File: src/rtl/pipe_pkg.sv
// rtl/pipe_pkg.sv - default geometry and saturating counter helper for the stage chain
package pipe_pkg;

    localparam int DEF_WIDTH  = 32;
    localparam int DEF_STAGES = 4;
    localparam int DEF_CNT_W  = 16;

    // Counters up to 32 bits wide; the value sticks at 2^width-1
    function automatic logic [31:0] sat_inc(input logic [31:0] value, input int width);
        logic [31:0] max_val;
        max_val = (width >= 32) ? 32'hFFFF_FFFF : ((32'd1 << width) - 32'd1);
        return (value >= max_val) ? value : value + 32'd1;
    endfunction

endpackage

File: src/rtl/pipe_stage_chain_if.sv
// rtl/pipe_stage_chain_if.sv - upstream/downstream handshake bundle of the stage chain
interface pipe_stage_chain_if
    import pipe_pkg::*;
#(
    parameter int WIDTH = DEF_WIDTH
);

    logic             in_valid;
    logic [WIDTH-1:0] in_data;
    logic             in_ready;
    logic             out_valid;
    logic [WIDTH-1:0] out_data;
    logic             out_ready;

    modport master (
        output in_valid, in_data, out_ready,
        input  in_ready, out_valid, out_data
    );

    modport slave (
        input  in_valid, in_data, out_ready,
        output in_ready, out_valid, out_data
    );

endinterface

File: src/rtl/pipe_stage.sv
// rtl/pipe_stage.sv - one valid+data pipeline register with hold and flush
module pipe_stage
    import pipe_pkg::*;
#(
    parameter int WIDTH = DEF_WIDTH
) (
    input  logic             clock,
    input  logic             reset,
    input  logic             hold,
    input  logic             flush,
    input  logic             up_ev,
    input  logic             up_hold,
    input  logic [WIDTH-1:0] up_data,
    output logic             valid,
    output logic [WIDTH-1:0] data,
    output logic             ev
);

    assign ev = valid & ~flush;

    // A held source leaves a bubble here; its data is still copied as don't-care
    always_ff @(posedge clock) begin
        if (reset) begin
            valid <= 1'b0;
            data  <= '0;
        end else if (hold) begin
            valid <= ev;
        end else begin
            valid <= up_ev & ~up_hold;
            data  <= up_data;
        end
    end

endmodule

File: src/rtl/pipe_stage_chain.sv
// rtl/pipe_stage_chain.sv - stage register chain with backward stall, flush, bubble compression and stats
module pipe_stage_chain
    import pipe_pkg::*;
#(
    parameter int WIDTH  = DEF_WIDTH,
    parameter int STAGES = DEF_STAGES,
    parameter int CNT_W  = DEF_CNT_W
) (
    input  logic                    clock,
    input  logic                    reset,
    pipe_stage_chain_if.slave       bus,
    input  logic [STAGES-1:0]       stall,
    input  logic [STAGES-1:0]       flush,
    output logic [STAGES-1:0]       stage_valid,
    output logic [STAGES*WIDTH-1:0] stage_data,
    output logic [CNT_W-1:0]        stall_count,
    output logic [CNT_W-1:0]        bubble_count
);

    logic [STAGES-1:0]       ev;
    logic [STAGES-1:0]       up_ev;
    logic [STAGES-1:0]       up_hold;
    logic [STAGES:0]         hold;
    logic [STAGES*WIDTH-1:0] up_data;

    // Empty stages break the chain, so downstream pressure only reaches live entries
    always_comb begin
        hold         = '0;
        hold[STAGES] = ~bus.out_ready;
        for (int i = STAGES - 1; i >= 0; i--) begin
            hold[i] = stall[i] | (ev[i] & hold[i+1]);
        end
    end

    assign up_ev   = {ev[STAGES-2:0], bus.in_valid};
    assign up_hold = {hold[STAGES-2:0], 1'b0};
    assign up_data = {stage_data[(STAGES-1)*WIDTH-1:0], bus.in_data};

    for (genvar i = 0; i < STAGES; i++) begin : g_stage
        pipe_stage #(.WIDTH(WIDTH)) u_stage (
            .clock   (clock),
            .reset   (reset),
            .hold    (hold[i]),
            .flush   (flush[i]),
            .up_ev   (up_ev[i]),
            .up_hold (up_hold[i]),
            .up_data (up_data[i*WIDTH +: WIDTH]),
            .valid   (stage_valid[i]),
            .data    (stage_data[i*WIDTH +: WIDTH]),
            .ev      (ev[i])
        );
    end

    assign bus.in_ready  = ~hold[0];
    assign bus.out_valid = ev[STAGES-1];
    assign bus.out_data  = stage_data[(STAGES-1)*WIDTH +: WIDTH];

    always_ff @(posedge clock) begin
        if (reset) begin
            stall_count  <= '0;
            bubble_count <= '0;
        end else begin
            if (|stall) begin
                stall_count <= CNT_W'(sat_inc(32'(stall_count), CNT_W));
            end
            if (bus.out_ready & ~bus.out_valid) begin
                bubble_count <= CNT_W'(sat_inc(32'(bubble_count), CNT_W));
            end
        end
    end

endmodule

File: src/flat_wrapper.sv
// flat-port wrapper written by rule: the top's interface ports become plain ports
module pipe_stage_chain_flat import pipe_pkg::*;
#(
    parameter int WIDTH  = DEF_WIDTH,
    parameter int STAGES = DEF_STAGES,
    parameter int CNT_W  = DEF_CNT_W
)
  (clock, reset, stall, flush, stage_valid, stage_data, stall_count, bubble_count, bus_in_valid, bus_in_data, bus_out_ready, bus_in_ready, bus_out_valid, bus_out_data);
  pipe_stage_chain_if #(.WIDTH(WIDTH)) bus_i ();
  input  logic clock;
  input  logic reset;
  input  logic [STAGES-1:0] stall;
  input  logic [STAGES-1:0] flush;
  output logic [STAGES-1:0] stage_valid;
  output logic [STAGES*WIDTH-1:0] stage_data;
  output logic [CNT_W-1:0] stall_count;
  output logic [CNT_W-1:0] bubble_count;
  input wire logic [$bits(bus_i.in_valid)-1:0] bus_in_valid;
  input wire logic [$bits(bus_i.in_data)-1:0] bus_in_data;
  input wire logic [$bits(bus_i.out_ready)-1:0] bus_out_ready;
  output wire logic [$bits(bus_i.in_ready)-1:0] bus_in_ready;
  output wire logic [$bits(bus_i.out_valid)-1:0] bus_out_valid;
  output wire logic [$bits(bus_i.out_data)-1:0] bus_out_data;
  assign bus_i.in_valid = bus_in_valid;
  assign bus_i.in_data = bus_in_data;
  assign bus_i.out_ready = bus_out_ready;
  assign bus_in_ready = bus_i.in_ready;
  assign bus_out_valid = bus_i.out_valid;
  assign bus_out_data = bus_i.out_data;
  pipe_stage_chain #(.WIDTH(WIDTH), .STAGES(STAGES), .CNT_W(CNT_W)) u_core (.clock(clock), .reset(reset), .bus(bus_i), .stall(stall), .flush(flush), .stage_valid(stage_valid), .stage_data(stage_data), .stall_count(stall_count), .bubble_count(bubble_count));
endmodule
File: config.mk
export PLATFORM = sky130hd
export DESIGN_NAME = pipe_stage_chain_flat
export DESIGN_NICKNAME = d
export VERILOG_FILES = /design/src/rtl/pipe_pkg.sv /design/src/rtl/pipe_stage_chain_if.sv /design/src/rtl/pipe_stage.sv /design/src/rtl/pipe_stage_chain.sv /design/src/flat_wrapper.sv
export SDC_FILE = /design/constraint.sdc
export NUM_CORES = 1
export LEC_CHECK = 0
export CAP_MARGIN = 20
export CORE_ASPECT_RATIO = 1.25
export CORE_MARGIN = 2
export CORE_UTILIZATION = 51
export CTS_BUF_LIST = sky130_fd_sc_hd__clkbuf_4
export DETAILED_ROUTE_END_ITERATION = 8
export GPL_ROUTABILITY_DRIVEN = 0
export PLACE_DENSITY_LB_ADDON = 0.15
export SETUP_SLACK_MARGIN = 0.3
export SLEW_MARGIN = 5
export SYNTH_ARGS = -nofsm -noshare
export SYNTH_HDL_FRONTEND = slang
export SYNTH_SLANG_ARGS = --single-unit
File: constraint.sdc
create_clock -name clock -period 4.7 [get_ports clock]
set_input_delay 0.94 -clock clock [delete_from_list [all_inputs] [get_ports clock]]
set_output_delay 0.94 -clock clock [all_outputs]
set_load 0.02 [all_outputs]
Yosys cells after proc, flatten, opt, wreduce, memory -nomap -nowiden

Index checks and enable logic that the tools add are counted.

Add/sub/neg operators: 2
$lt $le $gt $ge: 2
Multiplexer cells: 4
Bitwise gates (word level): 27
Reduce and logical (&&, ||, !) cells: 3

Operators with widths:

| kind                    | number |
|---|---|
| $add A16 B1 Y16 const B | 2 |
| $ge A16 B16 Y1 const B  | 2 |
| $and A1 B1 Y1           | 12 |
| $not A1 Y1              | 11 |
| $mux W1                 | 4 |
| $or A1 B1 Y1            | 4 |
| $reduce_and A2 Y1       | 2 |
| $reduce_or A4 Y1        | 1 |

Register bits after elaboration: 164
Output and inout bits: 198
Logic and storage cells: 48

Logic depth before layout (Yosys ltp)

Depth in word-level cells: 13
Gate-level depth with buffers: 6
Gate-level depth less buffers: 5

By module

Synthesis repeated with hierarchy kept, for this count alone.

Cell total of the unflattened synthesis: 655
Area, all modules: 6572.6 µm²

Modules (own cells, without submodules):

| module           | instances | cells each | area each (µm²) |
|---|---|---|---|
| pipe_stage       | 4         | 109        | 1178.6 |
| pipe_stage_chain | 1         | 219        | 1858.0 |

Least setup slack after synthesis

OpenSTA, ideal clock, no wires.

Path kind: input -> output
Start: input port stall[3]
End: output port bus_in_ready
Data arrival time: 1988 ps
Path slack: 1772 ps
Stages on the path: 4
Buffers on the path: 1
Path through: or2_1 o221a_2 buf_2 nor2_1

Word-level cells in the longest chain between the ends: 8

RTL lines:

| what            | RTL line               | source |
|---|---|---|
| start, declared | flat_wrapper.sv:12     | `input logic [STAGES-1:0] stall;` |
| $or A1 B1 Y1    | pipe_stage_chain.sv:31 | `hold[i] = stall[i] \| (ev[i] & hold[i+1]);` |
| $and A1 B1 Y1   | pipe_stage_chain.sv:31 |  |
| $or A1 B1 Y1    | pipe_stage_chain.sv:31 |  |
| $and A1 B1 Y1   | pipe_stage_chain.sv:31 |  |
| $or A1 B1 Y1    | pipe_stage_chain.sv:31 |  |
| $and A1 B1 Y1   | pipe_stage_chain.sv:31 |  |
| $or A1 B1 Y1    | pipe_stage_chain.sv:31 |  |
| $not A1 Y1      | pipe_stage_chain.sv:54 | `assign bus.in_ready = ~hold[0];` |
| end, declared   | flat_wrapper.sv:21     | `output wire logic [$bits(bus_i.in_ready)-1:0] bus_in_ready;` |

Every way passes these cells.

Worst setup path in the final report

Ends and elaborated chain as after synthesis.

==> impl_metrics.env <==
export IMPL_skew_ns=0.0272
export IMPL_synth_most_common_cell="dfxtp_1"
export IMPL_p_per_area_nw_per_um2=277
export IMPL_ioPinCount=242
export IMPL_cts_root_buffer="clkbuf_4"
export IMPL_portBuffers=241
export IMPL_ys_top_cells_by_area="dfxtp_1, a21oi_1, nand3_1"
export IMPL_synth_fa_ha_area_share_pct=0.345
export IMPL_overflow=0
export IMPL_num_rows=48
export IMPL_cts_buffers=17
export IMPL_finalSetupTns_ns=0
export IMPL_finalMaxSlewViolations=0
export IMPL_syn_area_um2=7250
export IMPL_synth_seq_cells=164
export IMPL_holdBufCountCts=0
export IMPL_hold_ws_ns=0.465
export IMPL_tightest_slew_ns=1.01
export IMPL_ys_seq_area_share_pct=45.3
export IMPL_drive_gt1_share_pct=9.39
export IMPL_path_clk_slew_ns=0.15
export IMPL_comb_power_share_pct=11.3
export IMPL_crit_arrival_ns=3.05
export IMPL_async_flop_share_pct=0
export IMPL_cts_tree="yes"
export IMPL_synth_largest_area_cell="dfxtp_1"
export IMPL_grtUsageTotal_pct=25.9
export IMPL_yosys_warnings=0
export IMPL_max_slew_margin_rel_pct=32.6
export IMPL_area_growth_pct=33.5
export IMPL_htree_levels=4
export IMPL_synth_compound_area_share_pct=21.7
export IMPL_internal_power_w=0.00194
export IMPL_grt_pass1_vias=6211
export IMPL_p_switching_w=0.000739
export IMPL_synth_mux_area_share_pct=3.05
export IMPL_post_cts_setup_buffer_count=0
export IMPL_switching_share_pct=27.5
export IMPL_clk_latency_ns=0.56
export IMPL_required_ns=3.76
export IMPL_core_area_um2=13900
export IMPL_dp_hpwl_um=14200
export IMPL_seqPwrFrac_pct=54.4
export IMPL_synth_top_family_by_area="compound AO/OA/AOI/OAI gates"
export IMPL_yosysUniqueCellTypes=59
export IMPL_antenna_left=0
export IMPL_finalCritPeriodShare_pct=85.0
export IMPL_die_h_um=137
export IMPL_synth_xor_area_share_pct=0
export IMPL_fmax_mhz=250
export IMPL_regArea_um2=3280
export IMPL_die_area_um2=15200
export IMPL_critPathKind="in2out"
export IMPL_drtPass1Iterations=5
export IMPL_initial_core_util_pct=52.3
export IMPL_grt_max_degree=93
export IMPL_die_w_um=111
export IMPL_cts_sinks=164
export IMPL_leakagePower_nw=3.20
export IMPL_fillers=1204
export IMPL_syn_num_nets=911
export IMPL_vias=6881
export IMPL_period_needed_ns=3.99
export IMPL_wl_per_cell_um=16.7
export IMPL_synth_simple_area_share_pct=20.4
export IMPL_cp_start_kind="input pin"
export IMPL_drcViolationCount=0
export IMPL_cp_end_kind="output pin"
export IMPL_via_per_inst=5.64
export IMPL_synth_edf_count=0
export IMPL_multi_input_area_um2=3300
export IMPL_dr_first_iter_drc_count=534
export IMPL_wl_um=20300
export IMPL_synth_commonest_cells="dfxtp_1, a21oi_1, nand3_1"
export IMPL_rsz0062_at_grt="false"
export IMPL_cts_buffer_depth=2
export IMPL_cts_repair_resized=0
export IMPL_synth_top_area_share_pct=45.3
export IMPL_setup_violations=0
export IMPL_min_path_type="reg2reg"
export IMPL_syn_avg_cell_area_um2=8.38
export IMPL_final_hold_violation_count=0
export IMPL_final_nets=1078
export IMPL_max_cap_violations=0
export IMPL_antenna_found_initial=1
export IMPL_syn_instance_count=865
export IMPL_clkPwrFrac_pct=34.2
export IMPL_grt_pass1_wl_um=32300
export IMPL_status="complete, no violations"
export IMPL_synthFlopType="dfxtp_1"
export IMPL_ir_drop_mv=0.151
export IMPL_path_max_fanout=7
area by class of cell:
type | instances | area share [%]
Sequential cell | 164 | 33.9
Timing Repair Buffer | 254 | 26.0
Multi-Input combinational cell | 585 | 34.1
Tap cell | 175 | 2.26
Clock inverter | 14 | 1.95
Inverter | 10 | 0.388
Antenna cell | 1 | 0.0259
Clock buffer | 17 | 1.32
metrics by stage:
step                      utilization, %  cells  area, µm²  setup WS, ns  power, W
after floorplan                        -    865       7250          1.77   0.00165
after global placement              67.3   1187       9340         0.724   0.00179
after global routing                69.8   1220       9680         0.627   0.00279
after CTS                           69.6   1218       9660         0.689   0.00270
final                               69.8   1220       9680         0.707   0.00268
after detailed placement            67.3   1187       9340         0.692   0.00179
cell usage in the layout, fill, tap and decap left out, types with 3 or more instances in the layout:
master / count
mux2i_1: 3
and3_1: 3
nand2_1: 84
clkdlybuf4s50_1: 239
a21oi_1: 134
clkbuf_4: 17
nor4_1: 3
a211oi_1: 6
nand2b_1: 4
o31ai_1: 5
o21ai_1: 32
o21ai_0: 67
dfxtp_1: 164
inv_1: 9
or4_1: 7
nand3_1: 105
buf_4: 12
nand4_1: 9
nor2b_1: 17
inv_8: 3
and4_1: 5
bufinv_16: 3
a21oi_2: 14
o21ai_2: 5
nor2_1: 27
inv_6: 5
mux2_2: 15
path summary, 6_finish.rpt:
kind,start,endpoint,slack (ns),cells past startpoint
max,stall[3],bus_in_ready,0.71,5
min,u_core.g_stage[2].u_stage.data[24],u_core.g_stage[3].u_stage.data[24],0.47,2
max reg2reg,u_core.bubble_count[0],u_core.bubble_count[5],2.29,5
min reg2reg,u_core.g_stage[2].u_stage.data[24],u_core.g_stage[3].u_stage.data[24],0.47,2
kinds of logic (layout without fill, tap and decap cells):
family / Yosys count / after routing
adders and majority gates: 2 / 2
and+or+nand+nor: 284 / 284
AOI/OAI and AO/OA: 279 / 279
muxes: 20 / 20
other: 0 / 1
DFF: 164 / 164
buffers and inverters: 116 / 295
state kept, by name, indices dropped and copies added, names as in the netlist:
name,count
u_core.bubble_count,16
u_core.stall_count,16
u_core.g_stage.u_stage.valid,4
u_core.g_stage.u_stage.data,128
layer usage:
metal | wire [µm] | vias up | track usage, %
met3 | 1380 | 19 | 6.64
met1 | 8530 | 3234 | 32.8
met5 | 0 | - | 0
li1 | - | 3374 | -
met4 | 295 | 0 | 8.33
met2 | 10100 | 254 | 43.6
worst max-delay path: stages:
cell	delay [ns]
clkdlybuf4s50_1	0.55
or2_1	0.35
o221a_2	0.29
nor2_1	0.25
clkdlybuf4s50_1	0.66
power by group through the flow:
| stage | clock network [W] | logic, W | registers (W) |
|---|---|---|---|
| finish | 0.000919 | 0.000303 | 0.00146 |
| CTS | 0.000941 | 0.000303 | 0.00146 |
| global placement | 0 | 0.000299 | 0.00149 |
| global route | 0.000993 | 0.000326 | 0.00147 |
| detailed placement | 0 | 0.000302 | 0.00149 |
| floorplan | 0 | 0.000124 | 0.00152 |
Note: power is estimated with default switching activity, not from simulation.
